File: src/rtl/sdr_mon_pkg.sv
// Shared types for the SDRAM bank monitor: bank states, decoded bus commands,
// violation codes and the command decoder.
package sdr_mon_pkg;

  localparam int TMR_W = 8;

  typedef enum logic [1:0] {
    IDLE    = 2'd0,
    OPENING = 2'd1,
    ACTIVE  = 2'd2,
    CLOSING = 2'd3
  } bank_st_e;

  localparam logic [1:0] S_IDLE    = IDLE;
  localparam logic [1:0] S_OPENING = OPENING;
  localparam logic [1:0] S_ACTIVE  = ACTIVE;
  localparam logic [1:0] S_CLOSING = CLOSING;

  typedef enum logic [3:0] {
    CMD_DESEL, CMD_NOP, CMD_ACT, CMD_RD, CMD_WR,
    CMD_BST, CMD_PRE, CMD_REF, CMD_LMR
  } sdr_cmd_e;

  typedef enum logic [2:0] {
    V_NONE     = 3'd0,
    V_ACT_OPEN = 3'd1,
    V_TRCD     = 3'd2,
    V_CLOSED   = 3'd3,
    V_TRAS     = 3'd4,
    V_TRP      = 3'd5,
    V_REF_OPEN = 3'd6,
    V_TRFC     = 3'd7
  } viol_e;

  function automatic sdr_cmd_e decode_cmd(input logic cs_n, input logic ras_n,
                                          input logic cas_n, input logic we_n);
    sdr_cmd_e c;
    c = CMD_NOP;
    if (cs_n) c = CMD_DESEL;
    else begin
      case ({ras_n, cas_n, we_n})
        3'b111:  c = CMD_NOP;
        3'b011:  c = CMD_ACT;
        3'b101:  c = CMD_RD;
        3'b100:  c = CMD_WR;
        3'b110:  c = CMD_BST;
        3'b010:  c = CMD_PRE;
        3'b001:  c = CMD_REF;
        default: c = CMD_LMR;
      endcase
    end
    return c;
  endfunction

endpackage

File: src/rtl/sdr_bank_monitor_if.sv
// Ram-side SDRAM command bus as seen by the monitor.
interface sdr_bank_monitor_if #(
  parameter int BA_W = 2,
  parameter int AW   = 13
);
  // No valid/ready: every sdram_clk edge with sdr_cke=1 samples exactly one
  // command ({cs_n,ras_n,cas_n,we_n}, sdr_ba, sdr_addr); the monitor never back-pressures.
  logic            sdr_cke;
  logic            sdr_cs_n;
  logic            sdr_ras_n;
  logic            sdr_cas_n;
  logic            sdr_we_n;
  logic [BA_W-1:0] sdr_ba;
  logic [AW-1:0]   sdr_addr;

  modport master (output sdr_cke, sdr_cs_n, sdr_ras_n, sdr_cas_n, sdr_we_n, sdr_ba, sdr_addr);
  modport slave  (input  sdr_cke, sdr_cs_n, sdr_ras_n, sdr_cas_n, sdr_we_n, sdr_ba, sdr_addr);
endinterface

File: src/rtl/sdr_mon_bank.sv
// One bank's tracker: state FSM, tRCD/tRAS/tRP timers, open row, and the
// per-bank violation bits (bit k = violation code k+1).
module sdr_mon_bank
  import sdr_mon_pkg::*;
#(
  parameter int AW    = 13,
  parameter int T_RCD = 3,
  parameter int T_RP  = 3,
  parameter int T_RAS = 6
) (
  input  logic          clk,
  input  logic          rst_n,
  input  logic          cmd_en,
  input  sdr_cmd_e      cmd,
  input  logic          sel,
  input  logic          a10,
  input  logic [AW-1:0] addr,
  output logic [1:0]    st,
  output logic [AW-1:0] row,
  output logic [5:0]    viol
);

  localparam logic [TMR_W-1:0] RCD_LD = TMR_W'(T_RCD - 1);
  localparam logic [TMR_W-1:0] RAS_LD = TMR_W'(T_RAS - 1);
  localparam logic [TMR_W-1:0] RP_LD  = TMR_W'(T_RP - 1);

  logic [1:0]       st_q, st_d, eff;
  logic [TMR_W-1:0] rcd_q, rcd_d, ras_q, ras_d, rp_q, rp_d;
  logic [AW-1:0]    row_q, row_d;

  always_comb begin
    // An expired OPENING/CLOSING timer already counts as the next state this edge.
    eff = st_q;
    if (st_q == S_OPENING && rcd_q == '0) eff = S_ACTIVE;
    if (st_q == S_CLOSING && rp_q == '0)  eff = S_IDLE;
    st_d  = eff;
    rcd_d = (rcd_q != '0) ? rcd_q - TMR_W'(1) : '0;
    ras_d = (ras_q != '0) ? ras_q - TMR_W'(1) : '0;
    rp_d  = (rp_q  != '0) ? rp_q  - TMR_W'(1) : '0;
    row_d = row_q;
    viol  = '0;
    if (cmd_en) begin
      case (cmd)
        CMD_ACT: if (sel) begin
          if (eff == S_OPENING || eff == S_ACTIVE) viol[0] = 1'b1;
          if (eff == S_CLOSING) viol[4] = 1'b1;
          st_d  = S_OPENING;
          rcd_d = RCD_LD;
          ras_d = RAS_LD;
          row_d = addr;
        end
        CMD_RD, CMD_WR: if (sel) begin
          if (eff == S_IDLE || eff == S_CLOSING) viol[2] = 1'b1;
          else begin
            if (eff == S_OPENING) viol[1] = 1'b1;
            if (a10) begin
              st_d = S_CLOSING;
              rp_d = RP_LD;
            end
          end
        end
        CMD_BST: if (sel && (eff == S_IDLE || eff == S_CLOSING)) viol[2] = 1'b1;
        CMD_PRE: if ((sel || a10) && (eff == S_OPENING || eff == S_ACTIVE)) begin
          if (ras_q != '0) viol[3] = 1'b1;
          st_d = S_CLOSING;
          rp_d = RP_LD;
        end
        CMD_REF, CMD_LMR: if (eff != S_IDLE) viol[5] = 1'b1;
        default: ;
      endcase
    end
  end

  always_ff @(posedge clk or negedge rst_n) begin
    if (!rst_n) begin
      st_q  <= S_IDLE;
      rcd_q <= '0;
      ras_q <= '0;
      rp_q  <= '0;
      row_q <= '0;
    end else begin
      st_q  <= st_d;
      rcd_q <= rcd_d;
      ras_q <= ras_d;
      rp_q  <= rp_d;
      row_q <= row_d;
    end
  end

  assign st  = st_q;
  assign row = row_q;

endmodule

File: src/rtl/sdr_bank_monitor.sv
// Passive SDRAM command-bus monitor: per-bank trackers, global tRFC timer and
// violation report register. Define SDR_MON_ERRCNT_EN to add the err_cnt output.
module sdr_bank_monitor
  import sdr_mon_pkg::*;
#(
  parameter int NUM_BANKS = 4,
  parameter int AW        = 13,
  parameter int T_RCD     = 3,
  parameter int T_RP      = 3,
  parameter int T_RAS     = 6,
  parameter int T_RFC     = 8,
  localparam int BA_W     = $clog2(NUM_BANKS)
) (
  input  logic                    sdram_clk,
  input  logic                    sdram_resetn,
  sdr_bank_monitor_if.slave       bus,
  input  logic                    viol_clr,
  output logic [NUM_BANKS*2-1:0]  bank_st,
  output logic [NUM_BANKS*AW-1:0] open_row,
  output logic                    viol_valid,
  output logic [2:0]              viol_code,
  output logic [BA_W-1:0]         viol_bank,
  output logic [NUM_BANKS-1:0]    viol_sticky
`ifdef SDR_MON_ERRCNT_EN
  ,
  output logic [15:0]             err_cnt
`endif
);

  sdr_cmd_e         cmd;
  logic             cmd_en;
  logic [5:0]       bviol [NUM_BANKS];
  logic [TMR_W-1:0] rfc_q;
  logic             trfc;
  viol_e            code_d;
  logic [BA_W-1:0]  bank_d;
  logic [NUM_BANKS-1:0] hit_mask;
  logic             any_viol;

  assign cmd    = decode_cmd(bus.sdr_cs_n, bus.sdr_ras_n, bus.sdr_cas_n, bus.sdr_we_n);
  assign cmd_en = bus.sdr_cke;

  for (genvar gi = 0; gi < NUM_BANKS; gi++) begin : g_bank
    sdr_mon_bank #(.AW(AW), .T_RCD(T_RCD), .T_RP(T_RP), .T_RAS(T_RAS)) u_bank (
      .clk    (sdram_clk),
      .rst_n  (sdram_resetn),
      .cmd_en (cmd_en),
      .cmd    (cmd),
      .sel    (bus.sdr_ba == BA_W'(gi)),
      .a10    (bus.sdr_addr[10]),
      .addr   (bus.sdr_addr),
      .st     (bank_st[2*gi +: 2]),
      .row    (open_row[AW*gi +: AW]),
      .viol   (bviol[gi])
    );
  end

  always_ff @(posedge sdram_clk or negedge sdram_resetn) begin
    if (!sdram_resetn)                 rfc_q <= '0;
    else if (cmd_en && cmd == CMD_REF) rfc_q <= TMR_W'(T_RFC - 1);
    else if (rfc_q != '0)              rfc_q <= rfc_q - TMR_W'(1);
  end

  assign trfc = cmd_en && (rfc_q != '0) && (cmd != CMD_NOP) && (cmd != CMD_DESEL);

  // TRFC outranks everything and is attributed to the addressed bank; otherwise
  // the highest per-bank code wins and the lowest bank carrying it is reported.
  always_comb begin
    code_d   = V_NONE;
    bank_d   = '0;
    hit_mask = '0;
    for (int b = 0; b < NUM_BANKS; b++) hit_mask[b] = |bviol[b];
    if (trfc) begin
      code_d   = V_TRFC;
      bank_d   = bus.sdr_ba;
      hit_mask = hit_mask | (NUM_BANKS'(1) << bus.sdr_ba);
    end else begin
      for (int c = 5; c >= 0; c--) begin
        if (code_d == V_NONE) begin
          for (int b = NUM_BANKS - 1; b >= 0; b--) begin
            if (bviol[b][c]) begin
              code_d = viol_e'(3'(c + 1));
              bank_d = BA_W'(b);
            end
          end
        end
      end
    end
  end

  assign any_viol = (code_d != V_NONE);

  always_ff @(posedge sdram_clk or negedge sdram_resetn) begin
    if (!sdram_resetn) begin
      viol_valid  <= 1'b0;
      viol_code   <= V_NONE;
      viol_bank   <= '0;
      viol_sticky <= '0;
    end else begin
      viol_valid  <= any_viol;
      if (any_viol) begin
        viol_code <= code_d;
        viol_bank <= bank_d;
      end
      viol_sticky <= (viol_clr ? '0 : viol_sticky) | hit_mask;
    end
  end

`ifdef SDR_MON_ERRCNT_EN
  always_ff @(posedge sdram_clk or negedge sdram_resetn) begin
    if (!sdram_resetn)                         err_cnt <= '0;
    else if (viol_clr)                         err_cnt <= any_viol ? 16'd1 : 16'd0;
    else if (any_viol && err_cnt != 16'hFFFF)  err_cnt <= err_cnt + 16'd1;
  end
`endif

endmodule
File: src/flat_wrapper.sv
// flat-port wrapper written by rule: the top's interface ports become plain ports
module sdr_bank_monitor_flat import sdr_mon_pkg::*;
#(
  parameter int NUM_BANKS = 4,
  parameter int AW        = 13,
  parameter int T_RCD     = 3,
  parameter int T_RP      = 3,
  parameter int T_RAS     = 6,
  parameter int T_RFC     = 8,
  localparam int BA_W     = $clog2(NUM_BANKS)
)
  (sdram_clk, sdram_resetn, viol_clr, bank_st, open_row, viol_valid, viol_code, viol_bank, viol_sticky, bus_sdr_cke, bus_sdr_cs_n, bus_sdr_ras_n, bus_sdr_cas_n, bus_sdr_we_n, bus_sdr_ba, bus_sdr_addr);
  sdr_bank_monitor_if #(.AW(AW)) bus_i ();
  input  logic sdram_clk;
  input  logic sdram_resetn;
  input  logic viol_clr;
  output logic [NUM_BANKS*2-1:0] bank_st;
  output logic [NUM_BANKS*AW-1:0] open_row;
  output logic viol_valid;
  output logic [2:0] viol_code;
  output logic [BA_W-1:0] viol_bank;
  output logic [NUM_BANKS-1:0] viol_sticky;
  input wire logic [$bits(bus_i.sdr_cke)-1:0] bus_sdr_cke;
  input wire logic [$bits(bus_i.sdr_cs_n)-1:0] bus_sdr_cs_n;
  input wire logic [$bits(bus_i.sdr_ras_n)-1:0] bus_sdr_ras_n;
  input wire logic [$bits(bus_i.sdr_cas_n)-1:0] bus_sdr_cas_n;
  input wire logic [$bits(bus_i.sdr_we_n)-1:0] bus_sdr_we_n;
  input wire logic [$bits(bus_i.sdr_ba)-1:0] bus_sdr_ba;
  input wire logic [$bits(bus_i.sdr_addr)-1:0] bus_sdr_addr;
  assign bus_i.sdr_cke = bus_sdr_cke;
  assign bus_i.sdr_cs_n = bus_sdr_cs_n;
  assign bus_i.sdr_ras_n = bus_sdr_ras_n;
  assign bus_i.sdr_cas_n = bus_sdr_cas_n;
  assign bus_i.sdr_we_n = bus_sdr_we_n;
  assign bus_i.sdr_ba = bus_sdr_ba;
  assign bus_i.sdr_addr = bus_sdr_addr;
  sdr_bank_monitor #(.NUM_BANKS(NUM_BANKS), .AW(AW), .T_RCD(T_RCD), .T_RP(T_RP), .T_RAS(T_RAS), .T_RFC(T_RFC)) u_core (.sdram_clk(sdram_clk), .sdram_resetn(sdram_resetn), .bus(bus_i), .viol_clr(viol_clr), .bank_st(bank_st), .open_row(open_row), .viol_valid(viol_valid), .viol_code(viol_code), .viol_bank(viol_bank), .viol_sticky(viol_sticky));
endmodule
File: config.mk
export PLATFORM = sky130hd
export DESIGN_NAME = sdr_bank_monitor_flat
export DESIGN_NICKNAME = d
export VERILOG_FILES = /design/src/rtl/sdr_mon_pkg.sv /design/src/rtl/sdr_bank_monitor_if.sv /design/src/rtl/sdr_mon_bank.sv /design/src/rtl/sdr_bank_monitor.sv /design/src/flat_wrapper.sv
export SDC_FILE = /design/constraint.sdc
export NUM_CORES = 1
export LEC_CHECK = 0
export ABC_AREA = 1
export ABC_CLOCK_PERIOD_IN_PS = 5500
export BUFFER_PORTS_ARGS = -buffer_cell sky130_fd_sc_hd__buf_4
export CAP_MARGIN = 25
export CORE_MARGIN = 2
export CORE_UTILIZATION = 35
export DETAILED_ROUTE_END_ITERATION = 8
export HOLD_SLACK_MARGIN = 0.15
export SYNTH_ARGS = -nofsm -noshare
export SYNTH_HDL_FRONTEND = slang
export SYNTH_HIERARCHICAL = 1
export SYNTH_SLANG_ARGS = --single-unit
File: constraint.sdc
create_clock -name sdram_clk -period 5.5 [get_ports sdram_clk]
set_input_delay 0.55 -clock sdram_clk [delete_from_list [all_inputs] [get_ports sdram_clk]]
set_output_delay 0.55 -clock sdram_clk [all_outputs]
set_load 0.01 [all_outputs]
==> Yosys cells after proc, flatten, opt, wreduce, memory -nomap -nowiden <==
Cells that the tools add are included.
{ "totals": {"regBits": 174, "in_bits": 23, "out_inout_bits": 70, "word_cells": 403} }
{ "op_classes": {"addsub": 13, "eq_ne": 38, "shifts": 1, "muxes": 244, "bitwise_logic": 2, "n_reduce_logical": 80} }
{ "ops": {"columns": ["operator", "count"], "rows": [
  ["8-bit two-way mux", 58],
  ["2-bit two-way mux", 67],
  ["3-bit two-way mux", 35],
  ["8-bit nonzero test", 13],
  ["8-bit by 1-bit subtractor with 8-bit output, second input constant", 13],
  ["8-bit logical NOT", 8],
  ["1-bit two-way mux", 64],
  ["8-bit case mux with 2 select lines", 4],
  ["2-bit equality test, second input constant", 14],
  ["4-bit case mux with 7 select lines", 1],
  ["6-bit two-way mux", 4],
  ["2-bit case mux with 3 select lines", 4],
  ["6-bit OR reduction", 4],
  ["1-bit logical AND", 20],
  ["2-bit by 1-bit equality test with 1-bit output, second input constant", 9],
  ["4-bit by 3-bit equality test with 1-bit output, second input constant", 4],
  ["3-bit logical NOT", 5],
  ["3-bit equality test, second input constant", 4],
  ["1-bit logical OR", 12],
  ["4-bit two-way mux", 3],
  ["3-bit AND reduction", 4],
  ["2-bit logical NOT", 5],
  ["2-bit nonzero test", 5],
  ["4-bit by 2-bit equality test with 1-bit output, second input constant", 2],
  ["other kinds (10)", 16]
]} }

==> Depth between registers and ports, before layout <==
{ "depth": {"word_depth": 46, "depth_mapped": 30, "ltp_nobuf": 30} }

==> Hierarchy <==
Netlist, hierarchy kept.
{ "by_module_without_submodules": {"columns": ["mod", "n_inst", "cells_per_inst", "area_per_inst_um2", "seq_area_each_um2"], "rows": [
  ["sdr_mon_bank (u_core.g_bank[1].u_bank ...)", 2, 254, 2093.3, 975.9],
  ["sdr_mon_bank (u_core.g_bank[2].u_bank)", 1, 248, 2087.0, 975.9],
  ["sdr_mon_bank (u_core.g_bank[0].u_bank)", 1, 249, 2053.2, 975.9],
  ["sdr_bank_monitor", 1, 205, 1346.3, 450.4]
]} }

==> Worst setup path before layout <==
OpenSTA, ideal clock, no wires.
{ "synth_path": {"kind": "input port to flip-flop", "startpoint": "input port bus_sdr_cs_n", "endpoint": "register u_core.viol_code[2]", "setup_time_ps": 131, "arrival_ps": 3488, "required_time_ps": 5369, "path_slack_ps": 1881, "path_stages": 21, "path_buffers": 0, "cell_sequence": "inv_1 o21ai_0 a21oi_1 nand2_1 a21oi_1 o21ai_0 a21oi_1 nor2_1 nand2_2 nor3_4 nand3_2 inv_2 o21ai_2 nor3b_1 nand4_2 nor2_1 nor2_2 nand2_2 nor2_4 nand2_1 nand3_1"} }
{ "synth_lines": {"columns": ["element", "line_no", "rtl"], "rows": [
  ["start: declaration", "flat_wrapper.sv:24", "input wire logic [$bits(bus_i.sdr_cs_n)-1:0] bus_sdr_cs_n;"],
  ["end signal: assignment", "sdr_bank_monitor.sv:102", "viol_code <= code_d;"],
  ["end: declaration", "sdr_bank_monitor.sv:21", "output logic [2:0] viol_code,"]
]} }

==> impl_metrics.py <==
metrics = {
    "layout": {
        "final_common_cell": "nand2_1",
        "diodes": 0,
        "fillCellCount": 2764,
        "area_growth_pct": 17.4,
        "drive_above_1_share": 0.177,
        "finalInstanceArea_um2": 11400,
        "nNetsFinal": 1370,
        "final_cell_mix": "nand2_1 (328), dfrtp_1 (174), nor2_1 (168)",
    },
    "detailed_routing": {
        "viasPerCell": 4.66,
        "dr.pass1.iters": 5,
        "antenna_left": 0,
        "wl_per_cell_um": 13.2,
        "wl_um": 22000,
        "drc": 0,
        "num_vias": 7784,
        "drtIter0Drc": 457,
    },
    "worst_setup_path": {
        "worstSetupPathType": "in2reg",
        "regToRegStartpoint": "u_core/g_bank[0].u_bank/rcd_q[0]",
        "crit_path_end_kind": "register",
        "startpoint": "bus_sdr_cs_n",
        "path_max_fanout": 20,
        "critPathLaunchType": "input pin",
        "critPathRequiredTime_ns": 5.79,
        "worstReg2RegEnd": "u_core/viol_code[2]",
        "r2r_cells": 22,
        "r2r_slack_ns": 2.16,
        "crit_arrival_ns": 4.54,
        "endpoint": "u_core/viol_code[2]",
    },
    "synthesis": {
        "seq_area_frac_synth": 0.450,
        "syn_area_um2": 9670,
        "synthesis.nets": 1263,
        "synth_top_family_by_area": "simple AND/OR/NAND/NOR gates",
        "yosys.area_share.simple": 0.330,
        "synth_xor_area_frac": 0.0489,
        "synth_compound_area_frac": 0.0543,
        "synth-main-ff-cell": "dfrtp_1",
        "yosys.area.top_type": "dfrtp_1",
        "synth-adder-area-share": 0.0388,
        "ys_ff_latch": 174,
        "yosysUniqueCellTypes": 47,
        "ys_top_cells_by_area": "dfrtp_1 (45%), nand2_1 (13%), nor2_1 (6.5%)",
        "yosysWarnings": 6,
        "synth-edff-count": 0,
        "synth.area.mux_share": 0,
        "async_flop_share": 1.00,
        "synth.avg_cell_area_um2": 7.99,
        "synth_top_area_frac": 0.450,
        "synthCells": 1210,
    },
    "sta": {
        "slew_headroom": 0.375,
        "worstMarginPinSlew_ns": 0.938,
        "rsz0062_at_grt": "false",
        "hold_ws_ns": 0.347,
        "setup_slack_ns": 1.25,
        "layout_min_cycle_time_ns": 4.25,
        "fin_crit_sh": 0.772,
        "drv_slew": 0,
        "setup_viol": 0,
        "fmax_ghz": 0.235,
        "hold_viol": 0,
        "fin_skew_ns": 0.0103,
        "finalSetupTns_ns": 0,
    },
    "die": {
        "fp.dieH_um": 170,
        "die_x_um": 170,
        "core_region_area_um2": 27000,
        "dieArea_um2": 29000,
        "io_pins": 93,
        "initial_utilization": 0.358,
        "rows": 60,
    },
    "power": {
        "power_leakage_nw": 5.94,
        "peakVddDrop_mv": 0.225,
        "cellPowerDensity_nw_per_um2": 495,
    },
    "clocking": {
        "clkTransAtPathRegs_ns": 0.08,
        "clk_root_buffer_cell": "clkbuf_16",
        "ctsResizeCount": 0,
        "cts_made_buffers": 17,
        "h-tree-depth": 4,
        "cts-root-to-sink-buffers": 2,
        "cts.sinks": 174,
        "tritoncts": "done",
        "worstSkewPairLatency_ns": 0.43,
    },
    "place": {
        "pre_cts_slack_ns": 0.858,
        "placed_area_um2": 10700,
        "dp_hpwl_um": 16300,
        "place_congestion": 0.847,
        "io_buffers": 92,
    },
    "status": {
        "status": "finished, final reports clean",
    },
    "global_route": {
        "track_usage": 0.159,
        "grt_max_degree": 67,
        "grt_antenna_before_repair": 0,
        "grt_pass1_vias": 7471,
        "grt_pass1_wl_um": 36800,
        "overflow": 0,
    },
    "run": {
        "drv_cap": 0,
    },
    "min_path": {
        "hold_class": "in2reg",
    },
}
flip-flops by register name, indices dropped and copies added, names as in the netlist:
register,count
u_core/g_bank.u_bank/row,52
u_core/g_bank.u_bank/ras_q,32
u_core/g_bank.u_bank/rcd_q,32
u_core/g_bank.u_bank/rp_q,32
u_core/g_bank.u_bank/st,8
u_core/rfc_q,8
u_core/viol_sticky,4
u_core/viol_code,3
u_core/viol_bank,2
u_core/viol_valid,1
what timing repair did:
item | CTS | global route
hold buffers | 1 | 0
endpoints found under the hold margin | 46 | 0
setup buffers | 0 | 0
cells by family after synthesis:
group                      Yosys count
and+or+nand+nor                    683
DFF                                174
adders and majority gates           30
AOI/OAI and AO/OA                   85
buffers and inverters              184
xor gates and xnor gates            54
cells in the mapped netlist, types with 3 or more instances:
library cell	n
buf_4	3
o21ai_1	5
inv_2	15
a21oi_1	29
o211ai_1	4
dfrtp_1	174
and3_1	4
nand3_2	11
nor2_2	11
nand2_1	328
or2_1	3
ha_1	30
nor4_1	7
o21ai_4	3
inv_1	156
xor2_1	42
xnor2_1	12
nor3b_1	5
a21oi_2	3
o21ai_0	28
nor3_1	23
nor3_2	12
nand2_2	22
buf_6	5
nor2_1	168
or2_2	4
nand3_1	45
nor2_4	8
nand2_4	8
nor2_8	3
nand4_1	15
a211oi_1	7
through the flow:
step                      std cells   util  power (mW)
after CTS                      1671  0.420        5.70
after detailed placement       1638  0.397        4.42
after global routing           1671  0.420        6.14
final                          1671  0.420        5.62
after global placement         1638  0.397        4.37
after floorplan                1210      -        3.74
where the power goes:
part	switching, mW	internal (mW)	leakage [nW]
logic	1.27	0.918	3.49
registers	0.379	1.82	2.16
clock network	0.573	0.668	0.300
total	2.22	3.40	5.94
final cells by class:
type	count	area, um2	area share
clock buffers	19	443	0.0390
multi-input cells	852	4570	0.402
clock inverters	13	165	0.0145
well taps	341	427	0.0376
inverters	175	667	0.0587
repair buffers	97	734	0.0647
flip-flops and latches	174	4350	0.383
metal layers:
metal  share of wire  vias to the layer above  track usage
li1                -                     4002            -
met1            0.48                     3620        0.217
met2            0.47                      138        0.257
met3           0.034                       24       0.0258
met4           0.015                        0       0.0513
met5               0                        -            0
worst max-delay path, cell delays in order:
cell and delay, ns:
buf_4 0.11, inv_1 0.08, o21ai_0 0.12, nor2_1 0.67, inv_2 0.12, nor2_4 0.13
nand2_2 0.08, nor2_4 0.31, inv_2 0.28, nor3_1 0.48, nor2_1 0.10, nand2_1 0.15
nor3_4 0.06, nand3_2 0.11, inv_2 0.06, o21ai_2 0.07, nor3b_1 0.40, nand4_2 0.19
nor2_1 0.16, nor2_2 0.07, nand2_2 0.08, nor2_4 0.04, nand2_1 0.05, nand3_1 0.06
worst min path at each step:
stage,slack (ns),from,endpoint,cells past startpoint
after floorplan,0.25,sdram_resetn,u_core/g_bank[0].u_bank/ras_q[0],0
after global placement,0.42,u_core/g_bank[0].u_bank/rcd_q[0],u_core/g_bank[0].u_bank/rcd_q[0],1
after detailed placement,0.42,u_core/g_bank[0].u_bank/rcd_q[0],u_core/g_bank[0].u_bank/rcd_q[0],1
after CTS,0.32,bus_sdr_addr[1],u_core/g_bank[1].u_bank/row[1],3
after global routing,0.33,bus_sdr_addr[8],u_core/g_bank[1].u_bank/row[8],3
final,0.35,bus_sdr_addr[1],u_core/g_bank[1].u_bank/row[1],3
Power figures use the tool's default switching activity.
